[src/rtl/serial_add_ctrl_if.sv]
// Request/result and full-adder-cell signals of serial_add_ctrl.
// The sub port exists only when SERIAL_ADD_CTRL_SUB_EN is defined.
interface serial_add_ctrl_if #(
    parameter int WIDTH = 4
);
    logic             start;
    logic [WIDTH-1:0] a;
    logic [WIDTH-1:0] b;
    logic             cin;
`ifdef SERIAL_ADD_CTRL_SUB_EN
    logic             sub;
`endif
    logic             fa_a;
    logic             fa_b;
    logic             fa_cin;
    logic             fa_s;
    logic             fa_cout;
    logic             busy;
    logic             done;
    logic [WIDTH-1:0] sum;
    logic             cout;

`ifdef SERIAL_ADD_CTRL_SUB_EN
    modport slave (
        input  start, a, b, cin, sub, fa_s, fa_cout,
        output fa_a, fa_b, fa_cin, busy, done, sum, cout
    );
    modport master (
        output start, a, b, cin, sub, fa_s, fa_cout,
        input  fa_a, fa_b, fa_cin, busy, done, sum, cout
    );
`else
    modport slave (
        input  start, a, b, cin, fa_s, fa_cout,
        output fa_a, fa_b, fa_cin, busy, done, sum, cout
    );
    modport master (
        output start, a, b, cin, fa_s, fa_cout,
        input  fa_a, fa_b, fa_cin, busy, done, sum, cout
    );
`endif
endinterface

[src/rtl/serial_add_ctrl.sv]
// Bit-serial adder controller driving one external full-adder cell, LSB first.
// Define SERIAL_ADD_CTRL_SUB_EN to add the sub input (a - b via ~b + 1).
module serial_add_ctrl #(
    parameter int WIDTH = 4
) (
    input  logic             clk,
    input  logic             rst,
    serial_add_ctrl_if.slave bus
);
    localparam int CW = $clog2(WIDTH);
    localparam logic [CW-1:0] LAST = CW'(WIDTH - 1);

    typedef enum logic [1:0] {
        IDLE = 2'd0,
        RUN  = 2'd1,
        DONE = 2'd2
    } state_t;

    state_t           state_q, state_d;
    logic [WIDTH-1:0] a_sh_q, a_sh_d;
    logic [WIDTH-1:0] b_sh_q, b_sh_d;
    logic             c_q, c_d;
    logic [WIDTH-1:0] s_sh_q, s_sh_d;
    logic [CW-1:0]    cnt_q, cnt_d;
    logic [WIDTH-1:0] sum_q, sum_d;
    logic             cout_q, cout_d;

    logic [WIDTH-1:0] b_load;
    logic             c_load;

`ifdef SERIAL_ADD_CTRL_SUB_EN
    // Two's-complement subtract: invert b and force the carry-in to one.
    assign b_load = bus.sub ? ~bus.b : bus.b;
    assign c_load = bus.sub ? 1'b1   : bus.cin;
`else
    assign b_load = bus.b;
    assign c_load = bus.cin;
`endif

    always_comb begin
        state_d = state_q;
        a_sh_d  = a_sh_q;
        b_sh_d  = b_sh_q;
        c_d     = c_q;
        s_sh_d  = s_sh_q;
        cnt_d   = cnt_q;
        sum_d   = sum_q;
        cout_d  = cout_q;
        case (state_q)
            IDLE: begin
                if (bus.start) begin
                    a_sh_d  = bus.a;
                    b_sh_d  = b_load;
                    c_d     = c_load;
                    cnt_d   = '0;
                    state_d = RUN;
                end
            end
            RUN: begin
                s_sh_d = {bus.fa_s, s_sh_q[WIDTH-1:1]};
                a_sh_d = {1'b0, a_sh_q[WIDTH-1:1]};
                b_sh_d = {1'b0, b_sh_q[WIDTH-1:1]};
                c_d    = bus.fa_cout;
                // Hold the counter on the last bit so it never wraps.
                if (cnt_q == LAST) begin
                    sum_d   = {bus.fa_s, s_sh_q[WIDTH-1:1]};
                    cout_d  = bus.fa_cout;
                    state_d = DONE;
                end else begin
                    cnt_d = cnt_q + CW'(1);
                end
            end
            DONE: begin
                state_d = IDLE;
            end
            default: begin
                state_d = IDLE;
            end
        endcase
    end

    always_ff @(posedge clk or posedge rst) begin
        if (rst) begin
            state_q <= IDLE;
            a_sh_q  <= '0;
            b_sh_q  <= '0;
            c_q     <= 1'b0;
            s_sh_q  <= '0;
            cnt_q   <= '0;
            sum_q   <= '0;
            cout_q  <= 1'b0;
        end else begin
            state_q <= state_d;
            a_sh_q  <= a_sh_d;
            b_sh_q  <= b_sh_d;
            c_q     <= c_d;
            s_sh_q  <= s_sh_d;
            cnt_q   <= cnt_d;
            sum_q   <= sum_d;
            cout_q  <= cout_d;
        end
    end

    logic run;
    assign run = (state_q == RUN);

    assign bus.fa_a   = run & a_sh_q[0];
    assign bus.fa_b   = run & b_sh_q[0];
    assign bus.fa_cin = run & c_q;
    assign bus.busy   = run;
    assign bus.done   = (state_q == DONE);
    assign bus.sum    = sum_q;
    assign bus.cout   = cout_q;
endmodule

[src/flat_wrapper.sv]
// flat-port wrapper written by rule: the top's interface ports become plain ports
module serial_add_ctrl_flat 
#(
    parameter int WIDTH = 4
)
  (clk, rst, bus_start, bus_a, bus_b, bus_cin, bus_fa_s, bus_fa_cout, bus_fa_a, bus_fa_b, bus_fa_cin, bus_busy, bus_done, bus_sum, bus_cout);
  serial_add_ctrl_if #(.WIDTH(WIDTH)) bus_i ();
  input  logic clk;
  input  logic rst;
  input wire logic [$bits(bus_i.start)-1:0] bus_start;
  input wire logic [$bits(bus_i.a)-1:0] bus_a;
  input wire logic [$bits(bus_i.b)-1:0] bus_b;
  input wire logic [$bits(bus_i.cin)-1:0] bus_cin;
  input wire logic [$bits(bus_i.fa_s)-1:0] bus_fa_s;
  input wire logic [$bits(bus_i.fa_cout)-1:0] bus_fa_cout;
  output wire logic [$bits(bus_i.fa_a)-1:0] bus_fa_a;
  output wire logic [$bits(bus_i.fa_b)-1:0] bus_fa_b;
  output wire logic [$bits(bus_i.fa_cin)-1:0] bus_fa_cin;
  output wire logic [$bits(bus_i.busy)-1:0] bus_busy;
  output wire logic [$bits(bus_i.done)-1:0] bus_done;
  output wire logic [$bits(bus_i.sum)-1:0] bus_sum;
  output wire logic [$bits(bus_i.cout)-1:0] bus_cout;
  assign bus_i.start = bus_start;
  assign bus_i.a = bus_a;
  assign bus_i.b = bus_b;
  assign bus_i.cin = bus_cin;
  assign bus_i.fa_s = bus_fa_s;
  assign bus_i.fa_cout = bus_fa_cout;
  assign bus_fa_a = bus_i.fa_a;
  assign bus_fa_b = bus_i.fa_b;
  assign bus_fa_cin = bus_i.fa_cin;
  assign bus_busy = bus_i.busy;
  assign bus_done = bus_i.done;
  assign bus_sum = bus_i.sum;
  assign bus_cout = bus_i.cout;
  serial_add_ctrl #(.WIDTH(WIDTH)) u_core (.clk(clk), .rst(rst), .bus(bus_i));
endmodule
[config.mk]
export PLATFORM = sky130hd
export DESIGN_NAME = serial_add_ctrl_flat
export DESIGN_NICKNAME = d
export VERILOG_FILES = /design/src/rtl/serial_add_ctrl_if.sv /design/src/rtl/serial_add_ctrl.sv /design/src/flat_wrapper.sv
export SDC_FILE = /design/constraint.sdc
export NUM_CORES = 1
export LEC_CHECK = 0
export CORE_UTILIZATION = 35
export DETAILED_ROUTE_END_ITERATION = 7
export SYNTH_ARGS = -nofsm -noshare
export SYNTH_HDL_FRONTEND = slang
export SYNTH_SLANG_ARGS = --single-unit
[constraint.sdc]
create_clock -name clk -period 1.4 [get_ports clk]
set_input_delay 0.28 -clock clk [delete_from_list [all_inputs] [get_ports clk]]
set_output_delay 0.28 -clock clk [all_outputs]
set_load 0.03 [all_outputs]
==> results.md, run 1 <==
- The flow ran to the end, but the final reports show violations.
- The checks that failed: negative setup slack.
- For this run, the number of standard cells in the final layout without fillers is 153.
- For flop-to-flop paths, the worst setup slack is -0.09 ns.
- The number of hold-slack violations in the final timing report is 0.
- The largest individual stage delay along the critical path comes from the cell dfrtp_1.
- The net count of the finished layout is approximately 140.
- The path class of the tightest hold or removal check is input port to async pin.
- The data arrival time of the critical path is around 1.7 ns.
- The clock insertion delay at the later pin of the skew report is about 0.3 ns.
- For this block, the via count after detailed routing is around 770.
- In this run the vertical extent of the chip is between 50 and 60 um.
- Entering global routing, the biggest net connects 22 pins.
- The critical path data required time is between 1.5 and 2 ns.
- For the finished layout, the period the worst path requires is 1.49 ns.
- The via count of the first global-routing pass came to roughly 790.
- The signal on the critical path passes through buf_4 > buf_4 > buf_6 > o21bai_4 > buf_4 > a211o_1.
- Setup repair after global routing could not meet its margin everywhere.
- The count of cells along the worst register-to-register path is 6.
- Max-cap violations in this run came to 0.
- The max-slew violation count is 0.
- Measured against its own limit, the worst slew margin works out to around four fifths.
- The layout has about 220 filler cells.
- The worst-case IR drop observed on VDD is 0.00131 V.
- The boundary pin count is 24.
- Along the worst path, the maximum fanout reaches 8.
- For this design, the sink count on the clock tree is 21.
- Hold repair after CTS inserted 0 buffers.
- The number of remaining DRC errors is 0.
- In this run the critical register-to-register path is captured at u_core.cnt_q[1]$_DFFE_PP0P_.
- The core region area is 0.00257 mm2.
- Synthesis inferred 21 register bits.
- The die covers between 0.003 and 0.004 mm2.
- The HPWL after detailed placement is between 1.5 and 2 mm.
- The count of buffers from port buffering is 23.
- The share of synthesized area occupied by flip-flops and latches is between 50% and 60%.
- In this run the power density over the cells is around 2400 mW/mm2.
- The final worst-path setup slack is -0.0927 ns.
- The leakage dissipation is 0.680 nW.
- In this run the number of H-tree levels came out at 1.
- Based on the critical path, the design can be clocked at up to 0.670 GHz.
- The via count normalized by instance count is roughly 5.
- Between clock sinks in the finished design, the worst skew comes to between 0.005 and 0.006 ns.
- The first routing iteration left 16 violations.
- Summed over all layers, the routed wires come to about 2.1 mm.
- The critical path contains buffers and inverters numbering 4 combined.
- The cell count after synthesis came out at 80.
- Among the stages of the critical path, the cell type that occurs most often is buf_4.
- The area added between synthesis and finish is 49.7%.
- The residual antenna-violating net count after detailed routing is 0.
- Broken down by cell family, the worst path's largest delay share belongs to buffers and inverters.
- The total track usage is between 15 and 20%.
- The CTS clock-pin slew for the worst setup and hold paths is about 0.12 ns.
- The worst-case hold slack is 0.294 ns.
- The final RePlAce weighted congestion is 0.735.
- In this run, placement finished with an instance count of between 100 and 150.
- The clock passes through at most 2 buffers.
- The net count of the mapped netlist is 95.
- The number of warnings reported in the yosys synthesis log is 0.
- The final critical path takes up 107% of the cycle.
- The TritonCTS clock tree is built.
- After detailed routing, the average wire length per cell comes to 13.9 um.
- The first-pass GRT wire length is around 3.5 mm.
- The library cells used most frequently in the layout, excluding fill and tap cells, are dfrtp_1, buf_4, clkdlybuf4s50_1, buf_6.
- The most critical setup path has its startpoint at u_core.state_q[1]$_DFFE_PP0P_.
- The buffer cell driving the clock tree root is clkbuf_4.
- The start-to-end type of the worst setup path is flip-flop to flip-flop.
- The cell area after synthesis is roughly 980 um2.
- STA classifies the critical path startpoint as a flip-flop.
- The width of the die is ~55 um.
- The worst setup path is captured at a flip-flop.
- The stage delay of the slowest cell on the critical path is just under 0.4 ns.
- The first TritonRoute pass finished after 4 iterations.
- The initial antenna violation count is 0.
- The number of cell rows is 18.
- Leaving out fill and tap cells, the most frequent cell in the layout is dfrtp_1.
- In this run the critical register-to-register path is launched from u_core.state_q[1]$_DFFE_PP0P_.
- The count of distinct cell types in the synthesized netlist is 28.
- Summed over all layers, the global routing overflow is 0.
- In the final layout, the share of cells above drive strength 1 is 39.8%.
- The transition time at the pin with the least slew margin is between 0.3 and 0.4 ns.
- Setup violations remaining at the end of the flow were counted as 10.
- The effective utilization at floorplan is 38.3%.
- The average size of a mapped cell is around 12 um2.
- The number of antenna cells inserted is 0.
- The completed layout was analyzed and its total power is 3.46 mW.
- The total clock buffers created by CTS is 3.
## registers in the layout, indices dropped and copies added, names as in the netlist
register	flops
u_core.a_sh_q	4
u_core.b_sh_q	4
u_core.bus.sum	4
u_core.s_sh_q	3
u_core.cnt_q	2
u_core.state_q	2
u_core.bus.cout	1
u_core.c_q	1
## layout make-up
cell class	count	area [um2]	area share (%)
multi-input combinational	46	433	29.4
tap	30	37.5	2.55
sequential	21	527	35.8
clock buffer	3	22.5	1.53
timing repair buffer	44	413	28.1
inverter	8	32.5	2.21
clock inverter	1	5.00	0.340
## repair_timing
item | CTS | global route
pin swaps | 6 | 1
endpoints found under the setup margin | 10 | 23
buffers inserted | 5 | 3
gates cloned | 0 | 0
gates resized for setup | 18 | 13
## metal layers
layer	track usage [%]	vias to the layer above	share of wire (%)
met2	26.3	19	49
met4	2.92	0	0
li1	-	382	-
met5	0	-	0
met3	5.46	0	5.3
met1	20.9	370	46
## Yosys cell counts
cell type / instances / area, um2
o21ba_2: 1 / 10.0
a221o_1: 1 / 10.0
o21bai_2: 1 / 11.3
inv_2: 1 / 3.75
nand2b_1: 1 / 6.26
nor4bb_1: 1 / 10.0
buf_2: 3 / 15.0
buf_4: 1 / 7.51
a222oi_1: 2 / 20.0
mux2_2: 8 / 90.1
o221a_2: 2 / 22.5
and3_1: 2 / 12.5
buf_6: 1 / 11.3
nand3b_1: 1 / 7.51
a21oi_1: 1 / 5.00
or4b_1: 2 / 20.0
a211oi_1: 2 / 15.0
dfrtp_1: 21 / 526
inv_1: 7 / 26.3
nor4b_1: 4 / 35.0
nor2_1: 4 / 15.0
ha_1: 1 / 12.5
a211o_1: 2 / 17.5
and2_1: 2 / 12.5
a32o_1: 1 / 10.0
nor3b_1: 3 / 22.5
a221oi_1: 1 / 8.76
nor2b_1: 3 / 18.8
## power by group
| part | leakage [nW] | switching [mW] | internal [mW] |
|---|---|---|---|
| logic | 0.410 | 0.987 | 1.13 |
| registers | 0.252 | 0.159 | 0.899 |
| clock network | 0.0177 | 0.179 | 0.106 |
## per-stage QoR
step	setup slack, ns	cell area, um2	utilization (%)	setup TNS (ns)
3_3_place_gp	-0.125	1300	50.7	-0.885
6_report	-0.0927	1470	57.3	-0.517
5_1_grt	-0.150	1470	57.3	-1.38
3_5_place_dp	-0.148	1300	50.7	-1.10
2_1_floorplan	0.0147	983	-	0
4_1_cts	-0.110	1410	55.0	-0.772
## worst reg2reg max path, delay by kind of cell, from the launching register on
| kind | cells | cell delay, ns |
|---|---|---|
| buffers and inverters | 4 | 0.54 |
| AO/OA/AOI/OAI | 2 | 0.46 |
| flip-flops | 1 | 0.39 |
## logic make-up (layout without fill, tap and decap cells)
family | after synthesis | count (layout) | synth area share, %
flip-flops | 21 | 21 | 53.5
adder cells (fa/ha/maj) | 1 | 1 | 1.27
multiplexers | 8 | 8 | 9.17
AND/OR/NAND/NOR | 23 | 23 | 16.3
AO/OA/AOI/OAI | 14 | 14 | 13.2
buffers and inverters | 13 | 56 | 6.50
## worst max path at each step
stage,to,slack (ns),depth (start not counted)
4_1_cts,bus_done,-0.11,4
5_1_grt,u_core.b_sh_q[0]$_DFFE_PP0P_,-0.15,5
2_1_floorplan,bus_fa_cin,0.01,4
3_3_place_gp,u_core.c_q$_DFFE_PP0P_,-0.13,3
6_report,u_core.cnt_q[1]$_DFFE_PP0P_,-0.09,6
3_5_place_dp,u_core.a_sh_q[2]$_DFFE_PP0P_,-0.15,3
(Power assumes the default switching activity.)
==> run 2, diff against run 1 <==
SKIP_LAST_GASP = 1   (was not set)
==> results.md, run 2 (synthesis results as in run 1) <==
- The most numerous cell type found on the critical path is buf_4.
- The slowest cell on the critical path is dfrtp_1.
- The initial antenna violation count was 0 (unchanged).
- The stage delay of the slowest cell on the critical path is 0.39 ns (about the same).
- The total congestion overflow was 0 (unchanged).
- The maximum level of the CTS H-tree is 1 (unchanged).
- The final instance area is 0.00153 mm2 (+4.3%).
- The final worst-path setup slack is -0.0904 ns (+0.00229 ns).
- The path class of the lowest-slack min-delay path is input port to async pin.
- The start-to-end type of the worst setup path is flip-flop to primary output.
- The final RePlAce weighted congestion is 0.735 (unchanged).
- The die footprint was 0.00302 mm2 (unchanged).
- The number of cell rows is 18 (unchanged).
- In this run the clock root is driven by a clkbuf_4.
- The clock sink count is 21 (unchanged).
- The total track usage is 16.0% (-0.12 points).
- The number of hold-slack violations in the final timing report is 0 (unchanged).
- The via count of the first global-routing pass is 782 (-1.5%).
- The transition time at the pin with the least slew margin is 0.325 ns (+0.0211 ns).
- The max-slew violation count is 0 (unchanged).
- The flip-flop and latch area came to 527 um2 (unchanged).
- The max-cap check violation count is 0 (unchanged).
- The setup-violating endpoint count in the final report came to 8 (-2).
- The worst-case hold slack is 0.292 ns (-0.00261 ns).
- The post-detailed-placement cell area is 0.00130 mm2 (unchanged).
- The flow ran to the end, but the final reports show violations.
- The power density over the cells is 2360 mW/mm2 (+0.14%).
- The boundary pin count is 24 (unchanged).
- The total number of nets in the final design came to 142 (+2.2%).
- The largest fanout on the critical path is 2 (-6).
- The total detailed-routing wirelength is 2.30 mm (+8.0%).
- The peak supply drop is 0.00128 V (-2.0%).
- The core region area is 0.00257 mm2 (unchanged).
- The number of remaining DRC errors is 0 (unchanged).
- The clock insertion delay at the later pin of the skew report is 0.30 ns (about the same).
- In the layout the commonest cells are dfrtp_1, buf_4, clkdlybuf4s50_1, buf_6.
- The highest clock rate came to 0.671 GHz (+0.15%).
- The width of the die is 55.0 um (unchanged).
- The checks that failed: negative setup slack.
- The final critical delay including setup and external delays is 1.49 ns (-0.00229 ns).
- Setup repair after global routing could not meet its margin everywhere.
- The wire length per cell is 14.8 um (+5.9%).
- The core occupancy in the finished layout is 59.7% (+2.4 points).
- The CTS clock-pin slew for the worst setup and hold paths came to 0.12 ns (about the same).
- The area added between synthesis and finish is 56.1%.
- The leakage dissipation is 0.704 nW (+3.5%).
- The cell count after placement came to 141 (unchanged).
- The fraction of final layout cells with drive strength greater than 1 is 44.4% (+4.6 points).
- The number of antenna cells inserted was 0 (unchanged).
- The worst setup path is captured at a primary output.
- The maximum number of pins on one net before global-route repair came to 22 (unchanged).
- The first-pass iteration count of the detailed router came to 4 (unchanged).
- The effective utilization at floorplan was 38.3% (unchanged).
- The data arrival time of the critical path is 1.21 ns (-0.47 ns).
- The detailed-route via count is 790 (+2.5%).
- The first-pass GRT wire length is 3.43 mm (-0.61%).
- The count of placed standard cells in the final layout, fillers left out was 156 (+2.0%).
- The relative slew slack was 78.3% (-1.6 points).
- The via count normalized by instance count is 5.06 (+0.49%).
- The critical path data required time is 1.12 ns (-0.47 ns).
- The number of inserted filler cells in the final layout is 215 (-4.0%).
- The number of violations reported at the end of detailed-routing iteration 0 came to 13 (-3).
- TritonCTS built the clock tree.
- The total clock buffers created by CTS came to 3 (unchanged).
- The estimated wirelength of the detail-placed design came to 1.52 mm (unchanged).
- The commonest non-fill, non-tap cell in the layout is dfrtp_1.
- The residual antenna-violating net count after detailed routing came to 0 (unchanged).
- The startpoint class of the critical path is a flip-flop.
- The clock skew is 0.00637 ns (+0.00123 ns).
- The post-route total power is 3.61 mW (+4.4%).
- The height of the chip is 55.0 um (unchanged).
- The count of buffers from port buffering is 23 (unchanged).
- The final worst-path cycle share is 106% (-0.16 points).
- The hold buffer count at cts is 0 (unchanged).
- The maximum clock insertion buffer count came to 2 (unchanged).
- The area used by multi-input combinational logic is 478 um2 (+10%).
- The critical path goes through buf_4 > buf_6 > nor2b_1 > buf_4.
-- run 2: critical path: cells and delay by family, from the launching register on --
family	cells	cell delay [ns]
flops	1	0.39
buf+inv	3	0.41
simple gates	1	0.12
-- run 2: area by class of cell --
class                      count  share of cell area, %
clock buffer                   3                   1.47
clock inverter                 1                  0.327
inverter                       8                   2.12
multi-input combinational     47                   31.2
sequential                    21                   34.4
tap                           30                   2.45
timing repair buffer          46                   28.1
-- run 2: worst paths after layout --
| check | slack, ns | endpoint | from | cells past startpoint |
|---|---|---|---|---|
| worst max-delay path | -0.09 | bus_done | u_core.state_q[1]$_DFFE_PP0P_ | 4 |
| worst min-delay path | 0.29 | u_core.b_sh_q[3]$_DFFE_PP0P_ | rst | 3 |
| worst max register to register | -0.08 | u_core.a_sh_q[2]$_DFFE_PP0P_ | u_core.state_q[1]$_DFFE_PP0P_ | 5 |
| worst min register to register | 0.51 | u_core.b_sh_q[3]$_DFFE_PP0P_ | u_core.b_sh_q[3]$_DFFE_PP0P_ | 1 |
| max in group asynchronous | 0.87 | u_core.state_q[0]$_DFFE_PP0P_ | rst | 3 |
| min in group clk | 0.51 | u_core.b_sh_q[3]$_DFFE_PP0P_ | u_core.b_sh_q[3]$_DFFE_PP0P_ | 1 |
-- run 2: where the power goes --
group	switching, mW	internal (mW)	leakage, nW
Sequential	0.163	0.899	0.252
Clock	0.180	0.106	0.0177
Combinational	1.05	1.22	0.435
Total	1.39	2.22	0.704
-- run 2: stage by stage --
| step | setup TNS [ns] | setup slack, ns |
|---|---|---|
| CTS | -1.51 | -0.152 |
| global placement | -0.885 | -0.125 |
| finish | -0.399 | -0.0904 |
| detailed placement | -1.10 | -0.148 |
| global route | -1.05 | -0.148 |
| floorplan | 0 | 0.0147 |
-- run 2: repair_timing --
| action | 4_1_cts | 5_1_grt |
|---|---|---|
| gates resized for setup | 13 | 23 |
| pin swaps | 0 | 5 |
| cloned | 0 | 1 |
| setup buffers | 5 | 5 |
| endpoints found under the setup margin | 10 | 25 |
-- run 2: metal layers --
| metal | part of all wire [%] | routed length [um] | track usage, % |
|---|---|---|---|
| met5 | 0 | 0 | 0 |
| met4 | 0 | 0 | 2.92 |
| met3 | 5.5 | 126 | 5.46 |
| met2 | 50 | 1160 | 25.9 |
| met1 | 44 | 1020 | 20.9 |
==> run 3, diff against run 2 <==
CORE_MARGIN = 2   (was not set)
PLACE_DENSITY = 0.59   (was not set)
==> results.md, run 3 (synthesis results as in run 1) <==
- The flop-to-flop setup slack was -0.01 ns (+0.07 ns).
- The power density over the cells is 2350 mW/mm2 (-0.26%).
- The die footprint is 0.00325 mm2 (+7.4%).
- The post-detailed-placement cell area came to 0.00128 mm2 (-1.6%).
- The via count normalized by instance count is 5.05 (-0.36%).
- The peak supply drop is 0.00143 V (+11%).
- The post-route total power is 3.41 mW (-5.7%).
- The worst setup path is captured at a primary output.
- The flip-flop and latch area is 527 um2 (unchanged).
- The setup TNS is -0.430 ns (-0.0307 ns).
- The number of violations reported at the end of detailed-routing iteration 0 is 46 (+33).
- The number of cell rows came to 19 (+1).
- The hold buffer count at cts is 0 (unchanged).
- The number of antenna cells inserted came to 0 (unchanged).
- The final worst-path setup slack came to -0.117 ns (-0.0265 ns).
- The estimated wirelength of the detail-placed design was 1.46 mm (-3.5%).
- The number of buffers and inverters on the critical path is 2 (-1).
- The commonest non-fill, non-tap cell in the layout is dfrtp_1.
- The area added between synthesis and finish is 47.5%.
- The highest metal layer used by the detailed router is met4.
- The residual antenna-violating net count after detailed routing is 0 (unchanged).
- The clock insertion delay at the later pin of the skew report came to 0.31 ns (about the same).
- The width of the die was 57.0 um (+3.6%).
- The pre-CTS setup slack came to -0.112 ns (+0.0360 ns).
- The total number of nets in the final design is 138 (-2.8%).
- The total detailed-routing wirelength is 2.16 mm (-6.4%).
- The leakage dissipation was 0.670 nW (-4.9%).
- The end of the worst register-to-register path is u_core.c_q$_DFFE_PP0P_.
- The area used by multi-input combinational logic was 433 um2 (-9.4%).
- The number of hold-slack violations in the final timing report is 0 (unchanged).
- The routed length on met3 is 143 um (+13%).
- The largest fanout on the critical path was 4 (+2).
- The run finished, with violations left.
- The relative slew slack is 80.0% (+1.7 points).
- The total clock buffers created by CTS is 3 (unchanged).
- TritonCTS built the clock tree.
- The max-slew violation count is 0 (unchanged).
- The worst register-to-register path begins at u_core.state_q[0]$_DFFE_PP0P_.
- The met2 wirelength from detailed routing is 985 um (-15%).
- The setup-violating endpoint count in the final report is 6 (-2).
- The path length in cells of the critical path is 4 (unchanged).
- The height of the chip is 57.0 um (+3.6%).
- The worst-case hold slack is 0.285 ns (-0.00695 ns).
- The critical path data required time is 1.12 ns (about the same).
- The maximum clock insertion buffer count is 2 (unchanged).
- The checks that failed: negative setup slack.
- The count of cells along the worst register-to-register path is 4 (-1).
- The number of remaining DRC errors was 0 (unchanged).
- In the layout the commonest cells are dfrtp_1, buf_4, clkdlybuf4s50_1, mux2_2, buf_6.
- The most common cell type on the critical path is buf_6.
- The maximum number of pins on one net before global-route repair was 22 (unchanged).
- The critical path goes through nand2b_4 > buf_6 > nor2_4 > buf_6.
- The startpoint class of the critical path is a flip-flop.
- The wire length per cell is 14.1 um (-4.6%).
- The initial antenna violation count is 0 (unchanged).
- The first-pass GRT wire length is 3.81 mm (+11%).
- The final worst-path cycle share is 108% (+1.9 points).
- The cell count after placement came to 139 (-1.4%).
- The CTS clock-pin slew for the worst setup and hold paths was 0.12 ns (about the same).
- Setup repair after global routing could not meet its margin everywhere.
- The boundary pin count is 24 (unchanged).
- The buffer cell driving the clock tree root is clkbuf_4.
- The core region area was 0.00271 mm2 (+5.6%).
- The count of placed standard cells in the final layout, fillers left out is 153 (-1.9%).
- The core occupancy in the finished layout is 53.5% (-6.2 points).
- The transition time at the pin with the least slew margin was 0.302 ns (-0.0230 ns).
- The stage delay of the slowest cell on the critical path is 0.43 ns (+0.04 ns).
- The maximum level of the CTS H-tree is 1 (unchanged).
- The final instance area is 0.00145 mm2 (-5.5%).
- The max-cap check violation count was 0 (unchanged).
- The count of buffers from port buffering is 23 (unchanged).
- On the critical path the largest part of the delay comes from flip-flops.
- The final RePlAce weighted congestion is 0.700 (-4.8%).
- The detailed-route via count was 772 (-2.3%).
- The slowest cell on the critical path is dfrtp_1.
- The clock sink count is 21 (unchanged).
- The total congestion overflow is 0 (unchanged).
- The path class of the lowest-slack min-delay path is input port to async pin.
- The highest clock rate is 0.659 GHz (-1.7%).
- The via count of the first global-routing pass came to 828 (+5.9%).
- The clock skew was 0.000441 ns (-0.00592 ns).
- The detailed-route wire length on metal 1 is 1.01 mm (-0.59%).
- The data arrival time of the critical path was 1.24 ns (+0.03 ns).
- The fraction of final layout cells with drive strength greater than 1 is 40.2% (-4.3 points).
- The critical path in this run is classified as flip-flop to primary output.
- The first-pass iteration count of the detailed router was 6 (+2).
- The total track usage came to 15.1% (-0.88 points).
- The final critical delay including setup and external delays came to 1.52 ns (+0.0265 ns).
- The effective utilization at floorplan is 36.2% (-2.0 points).
- The number of inserted filler cells in the final layout came to 252 (+17%).
-- run 3: cell types whose count changed in the layout (fill, tap and decap cells not counted), sizes merged --
cell,change
o21bai,-1
dlygate4sd2,-1
clkbuf,+1
buf,-3
-- run 3: worst max-delay path by stage --
| stage | startpoint | end | slack [ns] |
|---|---|---|---|
| after floorplan | u_core.state_q[1]$_DFFE_PP0P_ | bus_fa_cin | 0.01 |
| after global placement | bus_start | u_core.c_q$_DFFE_PP0P_ | -0.09 |
| after CTS | u_core.state_q[1]$_DFFE_PP0P_ | bus_fa_b | -0.14 |
| final | u_core.state_q[1]$_DFFE_PP0P_ | bus_fa_b | -0.12 |
| after detailed placement | bus_start | u_core.c_q$_DFFE_PP0P_ | -0.11 |
| after global routing | u_core.state_q[1]$_DFFE_PP0P_ | bus_fa_b | -0.18 |
-- run 3: layout make-up --
cell class	count	share of cell area, %
Tap cell	31	2.68
Timing Repair Buffer	43	27.1
Multi-Input combinational cell	46	29.9
Clock buffer	3	1.55
Clock inverter	1	0.345
Inverter	8	2.07
Sequential cell	21	36.4
-- run 3: layer usage --
layer	up-vias	global-route usage [%]
met5	-	0
met1	368	19.3
met2	22	24.3
met4	0	2.99
met3	2	6.35
li1	380	-
-- run 3: where the power goes --
group / internal, mW / switching [mW] / total [mW]
Sequential: 0.899 / 0.162 / 1.06
Clock: 0.107 / 0.194 / 0.301
Combinational: 1.09 / 0.954 / 2.04
-- run 3: worst register-to-register path, stage by stage (launching register included) --
cell and delay, ns:
dfrtp_2 0.46, buf_6 0.13, buf_6 0.12, or4b_4 0.48
o221a_4 0.12
-- run 3: repair_timing --
item	4_1_cts	5_1_grt
setup buffers	4	6
endpoints found under the setup margin	10	26
gates resized for setup	12	17
pin swaps	0	2
